`src/rtl/ccu_cmp_ctrl_pkg.sv`:
```
// Shared constants for the timer-2 compare/reload controller:
// SFR addresses, T2CON bit positions, mode codes and channel address helpers.
package ccu_cmp_ctrl_pkg;

    localparam int NUM_CH = 4;

    // SFR addresses, 7 LSBs of the 80h-FFh SFR space
    localparam logic [6:0] SFR_CCEN  = 7'h41;
    localparam logic [6:0] SFR_CCL1  = 7'h42;
    localparam logic [6:0] SFR_CCH1  = 7'h43;
    localparam logic [6:0] SFR_CCL2  = 7'h44;
    localparam logic [6:0] SFR_CCH2  = 7'h45;
    localparam logic [6:0] SFR_CCL3  = 7'h46;
    localparam logic [6:0] SFR_CCH3  = 7'h47;
    localparam logic [6:0] SFR_T2CON = 7'h48;
    localparam logic [6:0] SFR_CRCL  = 7'h4A;
    localparam logic [6:0] SFR_CRCH  = 7'h4B;
    localparam logic [6:0] SFR_TL2   = 7'h4C;
    localparam logic [6:0] SFR_TH2   = 7'h4D;

    // T2CON field positions
    localparam int T2I_LSB  = 0;
    localparam int T2CM_BIT = 2;
    localparam int T2R_LSB  = 3;
    localparam int TF2_BIT  = 6;
    localparam int T2PS_BIT = 7;

    localparam logic [1:0] T2I_RUN  = 2'b01;
    localparam logic [1:0] T2R_AUTO = 2'b10;
    localparam logic [1:0] COMP_EN  = 2'b10;

    // Channel 0 is the reload register CRC, channels 1..3 are CC1..CC3
    function automatic logic [6:0] ch_lo_addr(input int ch);
        case (ch)
            0:       return SFR_CRCL;
            1:       return SFR_CCL1;
            2:       return SFR_CCL2;
            default: return SFR_CCL3;
        endcase
    endfunction

    function automatic logic [6:0] ch_hi_addr(input int ch);
        case (ch)
            0:       return SFR_CRCH;
            1:       return SFR_CCH1;
            2:       return SFR_CCH2;
            default: return SFR_CCH3;
        endcase
    endfunction

endpackage

```
`src/rtl/ccu_cmp_reg16.sv`:
```
// 16-bit register loaded atomically: low byte parks in a shadow until the high-byte write.
// Equality against the compare value is combinational; the caller decides when it counts.
module ccu_cmp_reg16 (
    input  logic        clk,
    input  logic        rst,
    input  logic        wr_lo,
    input  logic        wr_hi,
    input  logic [7:0]  wdat,
    input  logic [15:0] cmp_val,
    output logic [15:0] value,
    output logic        match
);

    logic [7:0] shadow;

    always_ff @(posedge clk) begin
        if (rst) begin
            shadow <= '0;
            value  <= '0;
        end else begin
            if (wr_lo) begin
                shadow <= wdat;
            end
            if (wr_hi) begin
                value <= {wdat, shadow};
            end
        end
    end

    assign match = (value == cmp_val);

endmodule

```
`src/rtl/ccu_cmp_ctrl.sv`:
```
// Timer-2 compare/reload controller: prescaled 16-bit timer with auto-reload, four compare
// channels and an overflow pulse, plus the SFR write decode and read mux for its registers.
module ccu_cmp_ctrl
    import ccu_cmp_ctrl_pkg::*;
#(
    parameter int PRE_SLOW = 24,
    parameter int PRE_FAST = 12
) (
    input  logic              clk,
    input  logic              rst,
    input  logic [7:0]        sfrdatai,
    input  logic [6:0]        sfraddr,
    input  logic              sfrwe,
    output logic [7:0]        sfrdatao,
    output logic [NUM_CH-1:0] compare,
    output logic              ov,
    output logic [7:0]        cocahl,
    output logic              t2cm,
    output logic              tf2
);

    localparam int PRE_DIV_MAX = (PRE_SLOW > PRE_FAST) ? PRE_SLOW : PRE_FAST;
    localparam int PW          = $clog2(PRE_DIV_MAX + 1);

    logic [7:0]        t2con;
    logic [7:0]        ccen;
    logic [15:0]       tmr;
    logic [PW-1:0]     pre;
    logic [PW-1:0]     pre_max;
    logic [15:0]       cc_val [NUM_CH];
    logic [NUM_CH-1:0] cc_match;

    logic        run;
    logic        tick;
    logic        t2con_wr;
    logic        ccen_wr;
    logic        tl2_wr;
    logic        th2_wr;
    logic        tmr_upd;
    logic        ovf_evt;
    logic [15:0] tmr_next;

    assign t2con_wr = sfrwe && (sfraddr == SFR_T2CON);
    assign ccen_wr  = sfrwe && (sfraddr == SFR_CCEN);
    assign tl2_wr   = sfrwe && (sfraddr == SFR_TL2);
    assign th2_wr   = sfrwe && (sfraddr == SFR_TH2);

    assign run     = (t2con[T2I_LSB +: 2] == T2I_RUN);
    assign pre_max = t2con[T2PS_BIT] ? PW'(PRE_SLOW - 1) : PW'(PRE_FAST - 1);
    assign tick    = run && (pre == pre_max);

    // A software write to the count pre-empts the tick: no increment, overflow or compare
    assign tmr_upd = tick && !(tl2_wr || th2_wr);
    assign ovf_evt = tmr_upd && (tmr == 16'hFFFF);

    always_comb begin
        tmr_next = tmr + 16'd1;
        if (tmr == 16'hFFFF) begin
            tmr_next = (t2con[T2R_LSB +: 2] == T2R_AUTO) ? cc_val[0] : 16'h0000;
        end
    end

    // Comparators see the value the timer is about to take, so the pulse lines up with ov
    for (genvar i = 0; i < NUM_CH; i++) begin : g_ch
        ccu_cmp_reg16 u_reg (
            .clk     (clk),
            .rst     (rst),
            .wr_lo   (sfrwe && (sfraddr == ch_lo_addr(i))),
            .wr_hi   (sfrwe && (sfraddr == ch_hi_addr(i))),
            .wdat    (sfrdatai),
            .cmp_val (tmr_next),
            .value   (cc_val[i]),
            .match   (cc_match[i])
        );
    end

    always_ff @(posedge clk) begin
        if (rst) begin
            t2con <= '0;
            ccen  <= '0;
        end else begin
            if (t2con_wr) begin
                t2con <= sfrdatai;
            end
            // Hardware set beats a same-cycle software clear
            if (ovf_evt) begin
                t2con[TF2_BIT] <= 1'b1;
            end
            if (ccen_wr) begin
                ccen <= sfrdatai;
            end
        end
    end

    always_ff @(posedge clk) begin
        if (rst) begin
            pre <= '0;
        end else if (t2con_wr && (sfrdatai[T2PS_BIT] != t2con[T2PS_BIT])) begin
            pre <= '0;
        end else if (run) begin
            pre <= (pre == pre_max) ? '0 : pre + PW'(1);
        end
    end

    always_ff @(posedge clk) begin
        if (rst) begin
            tmr <= '0;
        end else if (tl2_wr) begin
            tmr[7:0] <= sfrdatai;
        end else if (th2_wr) begin
            tmr[15:8] <= sfrdatai;
        end else if (tmr_upd) begin
            tmr <= tmr_next;
        end
    end

    always_ff @(posedge clk) begin
        if (rst) begin
            ov      <= 1'b0;
            compare <= '0;
        end else begin
            ov <= ovf_evt;
            for (int i = 0; i < NUM_CH; i++) begin
                compare[i] <= tmr_upd && (ccen[2*i +: 2] == COMP_EN) && cc_match[i];
            end
        end
    end

    // The low-byte addresses return the active value, never the pending shadow
    always_comb begin
        sfrdatao = '0;
        case (sfraddr)
            SFR_T2CON: sfrdatao = t2con;
            SFR_CCEN:  sfrdatao = ccen;
            SFR_TL2:   sfrdatao = tmr[7:0];
            SFR_TH2:   sfrdatao = tmr[15:8];
            default:   ;
        endcase
        for (int i = 0; i < NUM_CH; i++) begin
            if (sfraddr == ch_lo_addr(i)) begin
                sfrdatao = cc_val[i][7:0];
            end
            if (sfraddr == ch_hi_addr(i)) begin
                sfrdatao = cc_val[i][15:8];
            end
        end
    end

    assign cocahl = ccen;
    assign t2cm   = t2con[T2CM_BIT];
    assign tf2    = t2con[TF2_BIT];

endmodule

```
`config.mk`:
```
export PLATFORM = sky130hd
export DESIGN_NAME = ccu_cmp_ctrl
export DESIGN_NICKNAME = d
export VERILOG_FILES = /design/src/rtl/ccu_cmp_ctrl_pkg.sv /design/src/rtl/ccu_cmp_reg16.sv /design/src/rtl/ccu_cmp_ctrl.sv
export SDC_FILE = /design/constraint.sdc
export NUM_CORES = 1
export LEC_CHECK = 0
export CAP_MARGIN = 10
export CORE_MARGIN = 5
export CORE_UTILIZATION = 50
export CTS_CLUSTER_DIAMETER = 30
export CTS_CLUSTER_SIZE = 28
export DETAILED_ROUTE_END_ITERATION = 10
export GPL_TIMING_DRIVEN = 1
export PLACE_DENSITY_LB_ADDON = 0.25
export REMOVE_ABC_BUFFERS = 1
export SLEW_MARGIN = 20
export SYNTH_ARGS = -nofsm -noshare
export SYNTH_HDL_FRONTEND = slang
export SYNTH_HIERARCHICAL = 1
export SYNTH_SLANG_ARGS = --single-unit
```
`constraint.sdc`:
```
create_clock -name clk -period 6.9 [get_ports clk]
set_clock_uncertainty 0.1 [all_clocks]
set_input_delay 1.035 -clock clk [delete_from_list [all_inputs] [get_ports clk]]
set_output_delay 1.035 -clock clk [all_outputs]
set_load 0.05 [all_outputs]
```
Word level (Yosys, flattened, before mapping) --
Cells that the tools add are included. Widths: inputs -> output; s select.
Cells by class: mux-type cells 19, equal/unequal tests 26, $add $sub $neg 2, reductions and logical operators 32, bitwise logic cells 1
Operator list (number):
- $mux 8 | 11
- $eq 7x7->1 const B | 12
- $eq 16x16->1 | 4
- $mux 16 | 3
- $pmux 8 s4 | 1
- $logic_and 1x1->1 | 24
- $add 16x1->16 const B | 1
- $eq 16x16->1 const B | 1
- $eq 2x2->1 const B | 5
- $mux 5 | 2
- $mux 7 | 1
- $reduce_bool 2->1 | 3
- $add 5x1->5 const B | 1
- $eq 5x5->1 | 1
- $reduce_and 2->1 | 2
- $eq 2x1->1 const B | 1
- $ne 2x2->1 const B | 1
- $reduce_or 2->1 | 1
- $logic_not 1->1 | 1
- $logic_or 1x1->1 | 1
- $mux 1 | 1
- $ne 1x1->1 | 1
- $not 1->1 | 1
Word-level totals: bits of input ports 18, word-level logic and storage cells 96, output and inout port bits 23, register bits 138

Logic depth before layout (Yosys ltp) --
depth after elaboration 10, mapped depth 13

Modules after synthesis --
The synthesis kept the hierarchy.
Modules (own cells, without submodules):
- ccu_cmp_reg16 | cells each 98, seq. area each 480.5 µm², times used 4, area an instance 1024.7 µm²
- ccu_cmp_ctrl | cells each 464, seq. area each 840.8 µm², times used 1, area an instance 3734.8 µm²

Least setup slack after synthesis --
No wires, ideal clock.
path type input -> output, start in sfraddr[5], end out sfrdatao[7], cell stages on the path 6, data required time 5765 ps, path buffers 1, path slack 2684 ps, arrival time 3081 ps, path through nor3b_2 > buf_2 > nand2_1 > o22ai_1 > a21oi_1 > a211oi_1
Between the ends: longest elaborated chain between the ends 10, elaborated cells between the ends (all ways) 21, those cells by class 12 x eq/ne; 9 x mux
RTL lines:
- start: declaration | RTL line ccu_cmp_ctrl.sv:12 | input logic [6:0] sfraddr,
- $eq 7x7->1 | RTL line ccu_cmp_ctrl.sv:132 | case (sfraddr)
- $pmux 8 s4 | RTL line ccu_cmp_ctrl.sv:132
- $mux 8 | RTL line ccu_cmp_ctrl.sv:140 | if (sfraddr == ch_lo_addr(i)) begin
- $mux 8 | RTL line ccu_cmp_ctrl.sv:143 | if (sfraddr == ch_hi_addr(i)) begin
- $mux 8 | RTL line ccu_cmp_ctrl.sv:140
- $mux 8 | RTL line ccu_cmp_ctrl.sv:143
- $mux 8 | RTL line ccu_cmp_ctrl.sv:140
- $mux 8 | RTL line ccu_cmp_ctrl.sv:143
- $mux 8 | RTL line ccu_cmp_ctrl.sv:140
- $mux 8 * | RTL line ccu_cmp_ctrl.sv:143
- end: declaration | RTL line ccu_cmp_ctrl.sv:14 | output logic [7:0] sfrdatao,
Every way passes the cells marked *; elsewhere a longest branch is shown, timed or not.

Worst setup path in the final report --
start in sfraddr[5], end out sfrdatao[2]
Same word-level chain as after synthesis.

==> key figures <==
Floorplanning
  • Die Y: 135 um
  • Die ar.: 18300 um^2
  • Top-level I/O count: 41
  • Die Width: 135 um
  • Starting Density: 51.3%
  • Core Area: 15300 um^2
  • Core Rows: 45

Place
  • Post-DP Area: 8180 um^2
  • IO buf count: 40
  • DP Wirelength: 17.8 mm
  • DP Cell Count: 1058
  • Global placement routability congestion: 1.04

Worst setup path
  • Slowest-stage cell, CP: nor3b_2
  • Crit Path Class: in -> out
  • Req. time, crit path: 5760 ps
  • Crit path launch type: input pin
  • FF-to-FF Start: tmr[0]
  • CP Capture Type: primary output
  • CP dominant cell by count: clkdlybuf4s50_1
  • R2R depth: 11
  • FF-to-FF End: compare[2]
  • CP Cell Sequence: clkdlybuf4s50_1, nor3b_2, nand2_1, nor2_1, a221oi_1, o21ai_1, clkdlybuf4s50_1
  • Crit path launch: sfraddr[5]
  • Reg2reg setup slack: 2690 ps
  • Critical Path AT: 4560 ps
  • Critical Path End: sfrdatao[2]
  • Worst-path fanout max: 15
  • Crit-path max cell delay: 900 ps

Run
  • Max-cap violations: 0

Clock tree
  • Clk Latency, worst-skew pair: 430 ps
  • H-Tree Depth: 4
  • Post-CTS Setup Inserts: 0
  • Max Root-Sink Buffers: 2
  • Root Driver: clkbuf_16
  • Cts hold-fix bufs: 0
  • CTS tree: yes
  • Reg clk slew, reported paths: 60 ps
  • CTS buffer count: 17
  • Post_cts resized: 0
  • Clk sink count: 138

Detailed routing
  • Post-Route WL: 25.0 mm
  • DR iter-0 viols: 684
  • DRC viols: 0
  • Total number of vias: 6657
  • Detail Route Antenna Nets: 0
  • DRT Pass-1 Iters: 5
  • Routed vias/inst: 6.11
  • DR WL/cell: 22.9 um

Global routing
  • First-pass GRT wire length: 38.3 mm
  • Initial antenna violation count: 0
  • Largest net degree at the start of global routing: 71
  • Grt ovf: 0
  • Number of global-route vias before repair: 6279
  • Total Routing Usage GR: 27.5%

STA
  • RSZ-0062 raised after global routing: no
  • Clock period minus worst slack: 5690 ps
  • # setup viols final: 0
  • Post-Route Setup TNS: 0 ps
  • Least-Margin Pin Slew: 1130 ps
  • Final Hold Vio Count: 0
  • Slew headroom: 25.0%
  • Slew Viols, Final: 0
  • Crit share post-route: 82.5%
  • Fmax: 176 MHz

Layout
  • Layout cell share with drive strength beyond 1: 9.22%
  • Fin cells: 1090
  • Final nets: 886
  • Area growth, synth to finish: 11.5%
  • Design area: 8740 um^2
  • N_diodes: 0

Power
  • Peak supply drop: 0.000199 V
  • Pwr/cell area: 201 nW/um^2
  • Lkg Pwr: 2.90 nW

Synth
  • Distinct cells, synth: 74
  • Async SR Flop Fraction: 0%
  • Post-synth EDFFs: 0
  • Sequential-to-total area share from yosys stat: 35.3%
  • Yosys warns: 6
  • Flops & latches, synth: 138
  • Mapped Cells: 856
  • Primary FF master, synth: dfxtp_1
  • Mapped Area: 7830 um^2
  • Mean Syn Cell Area: 9.15 um^2

Hold path
  • Tightest Hold Check Type: reg -> reg

Run status
  • Status: completed
[kinds of logic after synthesis]
family | Yosys count | synth area share (%)
compound gates | 134 | 13.1
buf+inv | 73 | 5.67
xor+xnor | 81 | 9.06
flops | 138 | 35.3
fa+ha+maj | 2 | 0.319
simple gates | 306 | 20.8
mux | 122 | 15.7
[area by class of cell]
| class | count | area (um^2) |
|---|---|---|
| clock buffers | 19 | 453 |
| clock inverters | 13 | 108 |
| fillers | 1386 | 6520 |
| inverters | 15 | 56.3 |
| multi-input cells | 645 | 4630 |
| flip-flops and latches | 138 | 2760 |
| well taps | 211 | 264 |
| repair buffers | 49 | 465 |
[stage by stage]
stage                     power, mW  hold slack (ps)  worst slack [ps]  util [%]
after global placement        0.911              372              1430      53.6
final                          1.75              394              1210      57.3
after detailed placement      0.910              379              1370      53.6
after CTS                      1.77              397              1370      57.3
after global routing           1.81              417              1070      57.3
after floorplan               0.849              360              2510         -
[routing by layer]
layer  vias up  global-route usage, %  part of all wire [%]
met1      3216                   38.0                    45
li1       3079                      -                     -
met2       296                   42.5                    45
met4         0                   11.5                   3.9
met5         -                      0                     0
met3        66                   4.75                   5.7
[worst max-delay path: cells and delay by family]
| family | cells | cell delay (ps) |
|---|---|---|
| AO/OA/AOI/OAI | 2 | 330 |
| buffers and inverters | 2 | 1320 |
| AND/OR/NAND/NOR | 3 | 1870 |
[cells in the mapped netlist, types with 8 or more instances]
| cell type | n | area share, % |
|---|---|---|
| o21ai_0 | 11 | 0.70 |
| nor2b_1 | 9 | 0.72 |
| inv_1 | 15 | 0.72 |
| and3_1 | 13 | 1.0 |
| xor2_1 | 10 | 1.1 |
| nand3_1 | 13 | 0.83 |
| nor2_1 | 137 | 6.6 |
| buf_6 | 14 | 2.0 |
| o21ai_1 | 10 | 0.64 |
| buf_2 | 19 | 1.2 |
| and2_1 | 8 | 0.64 |
| a22oi_1 | 17 | 1.6 |
| a21oi_1 | 25 | 1.6 |
| xnor2_1 | 71 | 7.9 |
| clkbuf_1 | 13 | 0.62 |
| nand4_1 | 29 | 2.3 |
| nand2_1 | 36 | 1.7 |
| nand2b_1 | 14 | 1.1 |
| a2bb2oi_1 | 12 | 1.3 |
| mux2i_1 | 121 | 15 |
| dfxtp_1 | 138 | 35 |
[flip-flops by register name, indices dropped and copies added, names as in the netlist]
| name | count |
|---|---|
| ov | 1 |
| pre | 5 |
| cocahl | 8 |
| g_ch.u_reg/value | 64 |
| tmr | 16 |
| g_ch.u_reg/shadow | 32 |
| t2con | 8 |
| compare | 4 |
[layout by cell type (no fill, tap or decap), types with 5 or more instances in the layout]
cell / n
a22oi_1: 17
a31oi_1: 7
buf_4: 10
xnor2_1: 71
nor2b_1: 9
inv_6: 5
and3_1: 13
nand3_1: 13
o2111a_1: 7
nor3_1: 6
mux2i_1: 121
o22ai_1: 6
a21oi_1: 25
dfxtp_1: 138
clkdlybuf4s50_1: 39
and2_1: 8
o21ai_1: 10
inv_1: 15
nand4_1: 29
xor2_1: 10
nand2b_1: 14
a2bb2oi_1: 12
a221oi_1: 7
nor2_1: 136
nand2_1: 36
o21ai_0: 11
clkbuf_16: 17
[how the worst min path moves through the flow]
stage / from / end / slack, ps / cells past startpoint
after floorplan: g_ch[0].u_reg/shadow[0] / g_ch[0].u_reg/shadow[0] / 360 / 2
after global placement: g_ch[1].u_reg/shadow[3] / g_ch[1].u_reg/value[3] / 370 / 2
after detailed placement: g_ch[3].u_reg/shadow[6] / g_ch[3].u_reg/shadow[6] / 380 / 2
after CTS: g_ch[0].u_reg/shadow[7] / g_ch[0].u_reg/shadow[7] / 400 / 2
after global routing: g_ch[3].u_reg/shadow[6] / g_ch[3].u_reg/shadow[6] / 420 / 2
final: g_ch[2].u_reg/shadow[1] / g_ch[2].u_reg/shadow[1] / 390 / 2
[power breakdown]
| group | internal (mW) | switching, mW |
|---|---|---|
| clock | 0.487 | 0.371 |
| sequential | 0.798 | 0.00188 |
| combinational | 0.0288 | 0.0663 |
Power figures use the tool's default switching activity.
